**src/rtl/router_xy_buffered.sv**
```systemverilog
// router_xy_buffered: 5-port XY mesh router with per-input packet FIFOs and round-robin registered outputs.
module router_xy_buffered #(
  parameter int ROUTER_ROW   = 0,
  parameter int ROUTER_COL   = 0,
  parameter int GRID_WIDTH   = 4,
  parameter int PACKET_WIDTH = 32,
  parameter int FIFO_DEPTH   = 4
) (
  input  logic                         i_clk,
  input  logic                         i_arst_n,
  input  logic [4:0][PACKET_WIDTH-1:0] i_data,
  input  logic [4:0]                   i_valid,
  output logic [4:0]                   o_ready,
  output logic [4:0][PACKET_WIDTH-1:0] o_data,
  output logic [4:0]                   o_valid,
  input  logic [4:0]                   i_ready,
  output logic                         o_dropped
);
  localparam int CW = $clog2(GRID_WIDTH) > 1 ? $clog2(GRID_WIDTH) : 1;
  localparam int AW = $clog2(FIFO_DEPTH);
  localparam logic [CW:0] GW  = (CW+1)'(GRID_WIDTH);
  localparam logic [CW:0] ROW = (CW+1)'(ROUTER_ROW);
  localparam logic [CW:0] COL = (CW+1)'(ROUTER_COL);
  logic [PACKET_WIDTH-1:0] mem [5][FIFO_DEPTH];
  logic [4:0][AW:0] wp, rp;
  logic [4:0] empty, full, drop, push, pop, gv, ok;
  logic [4:0][2:0] dir, gi, ptr;
  logic [4:0][CW:0] dr, dc;
  logic [4:0][PACKET_WIDTH-1:0] head;
  assign o_ready = ~full;
  assign push = i_valid & ~full;
  assign ok = ~o_valid | i_ready;
  assign o_dropped = |drop;
  always_comb begin
    for (int p = 0; p < 5; p++) begin
      head[p] = mem[p][rp[p][AW-1:0]];
      dc[p] = {1'b0, head[p][CW-1:0]};
      dr[p] = {1'b0, head[p][2*CW-1:CW]};
      empty[p] = wp[p] == rp[p];
      full[p] = (wp[p] ^ rp[p]) == {1'b1, {AW{1'b0}}};
      drop[p] = !empty[p] && (dr[p] >= GW || dc[p] >= GW);
      dir[p] = dc[p] == COL && dr[p] == ROW ? 3'd0 :
               dc[p] > COL ? 3'd3 : dc[p] < COL ? 3'd4 : dr[p] > ROW ? 3'd2 : 3'd1;
    end
  end
  // round-robin search per output, starting at ptr[q]; an out-of-grid head never requests
  always_comb begin
    logic [3:0] s;
    logic [2:0] i;
    gv = '0;
    gi = '0;
    pop = drop;
    s = '0;
    i = '0;
    for (int q = 0; q < 5; q++) begin
      for (int k = 0; k < 5; k++) begin
        s = {1'b0, ptr[q]} + 4'(k);
        i = s >= 4'd5 ? 3'(s - 4'd5) : s[2:0];
        if (!gv[q] && !empty[i] && !drop[i] && dir[i] == 3'(q)) begin
          gv[q] = 1'b1;
          gi[q] = i;
        end
      end
      if (gv[q] && ok[q]) pop[gi[q]] = 1'b1;
    end
  end
  always_ff @(posedge i_clk)
    for (int p = 0; p < 5; p++)
      if (push[p]) mem[p][wp[p][AW-1:0]] <= i_data[p];
  always_ff @(posedge i_clk or negedge i_arst_n) begin
    if (!i_arst_n) begin
      wp <= '0;
      rp <= '0;
      ptr <= '0;
      o_valid <= '0;
      o_data <= '0;
    end else begin
      for (int p = 0; p < 5; p++) begin
        wp[p] <= wp[p] + (AW+1)'(push[p]);
        rp[p] <= rp[p] + (AW+1)'(pop[p]);
      end
      for (int q = 0; q < 5; q++)
        if (ok[q]) begin
          o_valid[q] <= gv[q];
          if (gv[q]) begin
            o_data[q] <= head[gi[q]];
            ptr[q] <= gi[q] == 3'd4 ? 3'd0 : gi[q] + 3'd1;
          end
        end
    end
  end
endmodule

```
**config.mk**
```make
export PLATFORM = sky130hd
export DESIGN_NAME = router_xy_buffered
export DESIGN_NICKNAME = d
export VERILOG_FILES = /design/src/rtl/router_xy_buffered.sv
export SDC_FILE = /design/constraint.sdc
export NUM_CORES = 1
export LEC_CHECK = 0
export ABC_AREA = 1
export BUFFER_PORTS_ARGS = -buffer_cell sky130_fd_sc_hd__buf_2
export CAP_MARGIN = 20
export CORE_ASPECT_RATIO = 1.1
export CORE_MARGIN = 3
export CORE_UTILIZATION = 30
export DETAILED_ROUTE_END_ITERATION = 8
export PLACE_DENSITY_LB_ADDON = 0.3
export SLEW_MARGIN = 20
export SYNTH_ARGS = -nofsm -noshare
export SYNTH_HDL_FRONTEND = slang
export SYNTH_SLANG_ARGS = --single-unit
```
**constraint.sdc**
```tcl
create_clock -name i_clk -period 5.5 [get_ports i_clk]
set_clock_uncertainty 0.2 [all_clocks]
set_input_delay 0.275 -clock i_clk [delete_from_list [all_inputs] [get_ports i_clk]]
set_output_delay 0.275 -clock i_clk [all_outputs]
set_load 0.02 [all_outputs]
```
# After elaboration in Yosys (flattened, before gate mapping)
# Memories as Yosys holds them, arrays and structs flattened.
# Cells that the tools add are included.
op_classes:
  bitwise: 23
  reduce_logical: 180
  add_sub_neg: 60
  n_mux: 280
  n_lt_le_gt_ge: 85
  eq_ne: 35
op_table:
  columns: ["operator", "n"]
  rows:
  - ["128-bit two-way mux", 5]
  - ["32-bit two-way mux", 20]
  - ["32-bit binary-select mux with 3-bit select", 5]
  - ["32-bit binary-select mux with 2-bit select", 5]
  - ["32-bit demux with 2-bit select", 5]
  - ["3-bit two-way mux", 80]
  - ["3-bit binary-select mux with 3-bit select", 25]
  - ["3-bit by 4-bit < comparator with 1-bit output, second input constant", 30]
  - ["1-bit logical AND", 90]
  - ["1-bit two-way mux", 85]
  - ["4-bit by 3-bit >= comparator with 1-bit output, second input constant", 20]
  - ["1-bit binary-select mux with 3-bit select", 25]
  - ["3-bit subtractor, second input constant", 25]
  - ["1-bit zero test", 70]
  - ["3-bit equality test, second input constant", 15]
  - ["3-bit >= comparator, second input constant", 15]
  - ["3-bit by 2-bit adder with 4-bit output, second input constant", 10]
  - ["3-bit by 1-bit adder with 3-bit output", 10]
  - ["3-bit by 2-bit equality test with 1-bit output, second input constant", 10]
  - ["2-bit two-way mux", 15]
  - ["2-bit inverter with 3-bit output", 10]
  - ["5-bit two-way mux", 5]
  - ["5-bit OR", 5]
  - ["3-bit by 1-bit adder with 4-bit output, second input constant", 5]
  - ["other kinds (14)", 73]
word_totals:
  in_bits: 172
  mem_count: 26
  ramBits: 640
  romBits: 200
  reg_bits: 210
mem_list:
  columns: ["name", "words", "word_bits", "rd", "rd_ports_with_merged_regs", "write_ports", "line", "rtl"]
  rows:
  - ["mem", 5, 128, 5, 0, 5, "24", "logic [PACKET_WIDTH-1:0] mem [5][FIFO_DEPTH];"]
  - ["(no name shown)", 8, 1, 1, 0, 0, "59", "if (!gv[q] && !empty[i] && !drop[i] && dir[i] == 3'(q)) begin"]
  - ["(no name shown)", 8, 1, 1, 0, 0, "59", null]
  - ["(no name shown)", 8, 1, 1, 0, 0, "59", null]
  - ["(no name shown)", 8, 1, 1, 0, 0, "59", null]
  - ["(no name shown)", 8, 1, 1, 0, 0, "59", null]
  - ["+20 memories", null, null, null, null, null, null, null]

# Depth between registers and ports, before layout
depth:
  word_depth: 47
  mapped_depth: 28
  depth_no_buf: 27

# Worst setup path after synthesis
# Ideal clock, no wire load.
synth_path:
  path_kind: "reg2reg"
  from: "register rp[0] in the netlist's numbering"
  to: "memory mem[0][0] in the netlist's numbering (enable)"
  path_slack_ps: 1549
  required_ps: 4839
  path_stages_with_launch: 7
  t_arrival_ps: 3290
  period_less_slack_ps: 3951
  n_path_buf: 1
  path_cell_list: "dfrtp_1 -> buf_4 -> nand2_1 -> nand2_1 -> nand3_1 -> nand2_1 -> nor3_1"
synth_rtl:
  columns: ["item", "line", "rtl"]
  rows:
  - ["start, declared", "25", "logic [4:0][AW:0] wp, rp;"]
  - ["start signal, assigned by index", "80", "rp[p] <= rp[p] + (AW+1)'(pop[p]);"]
  - ["end, declared", "24", null]

# Worst setup path after layout
layout_path:
  from: "register ptr[0] in the netlist's numbering"
  to: "register rp[8] in the netlist's numbering"
layout_between:
  elab_chain_len: 42
  elab_cells_between_ends: 108
  classes_between: "add/sub: 10; order compare: 7; mux: 47; bitwise: 4; reduce/logical: 35; memory: 5"
layout_rtl:
  columns: ["item", "line", "rtl"]
  rows:
  - ["start, declared", "27", "logic [4:0][2:0] dir, gi, ptr;"]
  - ["start signal, assigned by index", "87", "ptr[q] <= gi[q] == 3'd4 ? 3'd0 : gi[q] + 3'd1;"]
  - ["branches (longest 32 deep; another with 3-bit by 1-bit adder with 4-bit output)", null, null]
  - ["5-bit two-way mux *", "64", "if (gv[q] && ok[q]) pop[gi[q]] = 1'b1;"]
  - ["5-bit OR (no line)", null, null]
  - ["5-bit two-way mux *", "64", null]
  - ["5-bit OR (no line)", null, null]
  - ["5-bit two-way mux *", "64", null]
  - ["5-bit OR (no line)", null, null]
  - ["5-bit two-way mux *", "64", null]
  - ["5-bit OR (no line)", null, null]
  - ["5-bit two-way mux *", "64", null]
  - ["3-bit by 1-bit adder with 3-bit output *", "80", null]
# Every way passes the cells marked *. The select of a mux whose other input is x is not followed.
# A chain may end at the register's enable or synchronous reset.

==> results.sh <==
export IMPL_status="finished, final reports clean"
export IMPL_avgSynthCellArea_sq_um=9.87
export IMPL_worstSkewPairLatency_ps=720
export IMPL_ys_ff_latch=811
export IMPL_grt_max_degree=103
export IMPL_num_io_pins=343
export IMPL_final_hold_viol_count=0
export IMPL_num_fill_cells=12500
export IMPL_drt_iter0_markers=3058
export IMPL_htree_levels=3
export IMPL_io_buffers=307
export IMPL_cts_clk_slew_worst_paths_ps=60
export IMPL_layout_commonest_cell="nand2_1"
export IMPL_period_share_pct=86.5
export IMPL_slew_viol_final=0
export IMPL_hold_path_class="input port to flip-flop"
export IMPL_clockRootBuffer="clkbuf_16"
export IMPL_core_area_sq_mm=0.125
export IMPL_max_clock_path_buffers=3
export IMPL_initial_utilization_pct=30.4
export IMPL_setup_violations=0
export IMPL_mostFrequentLayoutCells="nand2_1 (1185), edfxtp_1 (640), nand3_1 (355)"
export IMPL_ys_top_cells_by_area="edfxtp_1 (50%), nand2_1 (12%), dfrtp_1 (11%)"
export IMPL_setup_tns_ps=0
export IMPL_post_cts_buffers=0
export IMPL_fin_util_pct=36.4
export IMPL_ys_warnings_count=0
export IMPL_synth_seq_area_share_pct=61.7
export IMPL_worst_pin_slew_ps=1100
export IMPL_cp_required_ps=5900
export IMPL_fin_nets=4489
export IMPL_layout_drive_gt1_share_pct=14.7
export IMPL_slew_headroom_pct=26.4
export IMPL_grt_pass1_wl_mm=186
export IMPL_synth_top_cell_by_area="edfxtp_1"
export IMPL_synth_top_cell_area_share_pct=50.5
export IMPL_dpl_hpwl_mm=89.9
export IMPL_area_delta_synth_final_pct=20.0
export IMPL_ant_nets=0
export IMPL_cts_buffers=89
export IMPL_dp_cells=5657
export IMPL_overflow=0
export IMPL_cts_tree="yes"
export IMPL_routed_via_density=4.98
export IMPL_rsz0062_at_grt="no"
export IMPL_arrival_ps=5160
export IMPL_std_cell_rows=136
export IMPL_max_freq_mhz=210
export IMPL_critical_path_slowest_cell="fa_1"
export IMPL_layout_setup_ws_ps=740
export IMPL_critPathMaxFanout=38
export IMPL_num_vias=29900
export IMPL_max_stage_delay_ps=410
export IMPL_die_area_sq_mm=0.131
export IMPL_wl_per_cell_um=21.7
export IMPL_fin_crit_ps=4760
export IMPL_ctsHoldBuffers=173
export IMPL_wl_mm=130
export IMPL_place_ws_ps=839
export IMPL_cts_sinks=811
export IMPL_synth_cells=3858
export IMPL_r2r_slack_ps=740
export IMPL_final_cells=6002
export IMPL_synth_area_sq_mm=0.0381
export IMPL_drcViolationCount=0
export IMPL_drt_first_pass_iters=6
export IMPL_ys_types=52
export IMPL_maxCapViolations=0
export IMPL_startpoint_type="flip-flop"
export IMPL_gp_congestion=0.917
export IMPL_die_height_um=380
export IMPL_grt_pass1_vias=27400
export IMPL_antenna_found_initial=21
export IMPL_cp_end_kind="flip-flop"
export IMPL_grtUsageTotal_pct=19.1
export IMPL_die_w_um=346
export IMPL_ctsResizeCount=0
export IMPL_path_class="flip-flop to flip-flop"
## stage by stage
step | instance area [sq um] | hold WS [ps]
after floorplan | 38200 | -221
after global placement | 41000 | 92.8
after detailed placement | 41000 | 94.5
after CTS | 45700 | 51.0
after global routing | 45700 | 91.7
final | 45700 | 97.1
## metal layers
| layer | vias up | GRT usage, % | share of wire (%) |
|---|---|---|---|
| met5 | - | 0 | 0.021 |
| met4 | 4 | 9.12 | 5.0 |
| met3 | 243 | 3.47 | 8.7 |
| met2 | 1356 | 29.9 | 46 |
| met1 | 14300 | 25.7 | 41 |
| li1 | 14000 | - | - |
## synth_stat cells (all sizes together)
master	n
nand2	1212
edfxtp	640
nand3	366
nor2	332
o21ai	258
inv	179
dfrtp	171
buf	153
clkbuf	116
o22ai	111
a21oi	83
nand4	52
ha	49
a32oi	33
nor3	25
xor2	23
xnor2	11
nand3b	10
o211ai	10
clkinv	4
or2	4
a21boi	3
fa	3
o21bai	3
nor4	2
a31oi	1
and2	1
conb	1
o2111ai	1
o21a	1
## cell type report
type	count	area, sq um	share of cell area (%)
flip-flops and latches	811	23500	51.5
multi-input cells	2628	12600	27.6
repair buffers	552	3850	8.43
clock buffers	113	2370	5.19
well taps	1656	2070	4.54
inverters	183	687	1.50
clock inverters	49	584	1.28
diodes	10	25.0	0.0548
## sequential cells by signal (all words and copies together), names as in the netlist
| signal | flops |
|---|---|
| o_valid | 4 |
| wp | 15 |
| rp | 15 |
| o_data | 128 |
| mem | 640 |
| ptr | 9 |
## kinds of logic after synthesis
family	Yosys count	synth area share (%)
fa+ha+maj	52	1.77
flops	811	61.7
xor+xnor	34	0.822
buf+inv	452	5.84
compound gates	504	7.62
other cells	1	0.00985
simple gates	2004	22.2
## worst paths after layout
| check | to | cells after the start | from |
|---|---|---|---|
| max | rp[8] | 25 | ptr[0] |
| min | mem[0][305] | 2 | i_data[81] |
| max reg2reg | rp[8] | 25 | ptr[0] |
| min reg2reg | o_data[37] | 0 | o_data[37] |
| max in group asynchronous | rp[3] | 4 | i_arst_n |
| min in group asynchronous | o_data[61] | 4 | i_arst_n |
## critical path: cells and delay by family, from the launching register on
kind	cells	cell delay, ps
buf+inv	7	1010
flops	1	350
simple gates	12	1470
xor+xnor	2	510
fa+ha+maj	4	1080
Power is not shown: default switching activity piles up to over one toggle a cycle in this logic, so the estimate is an artifact.
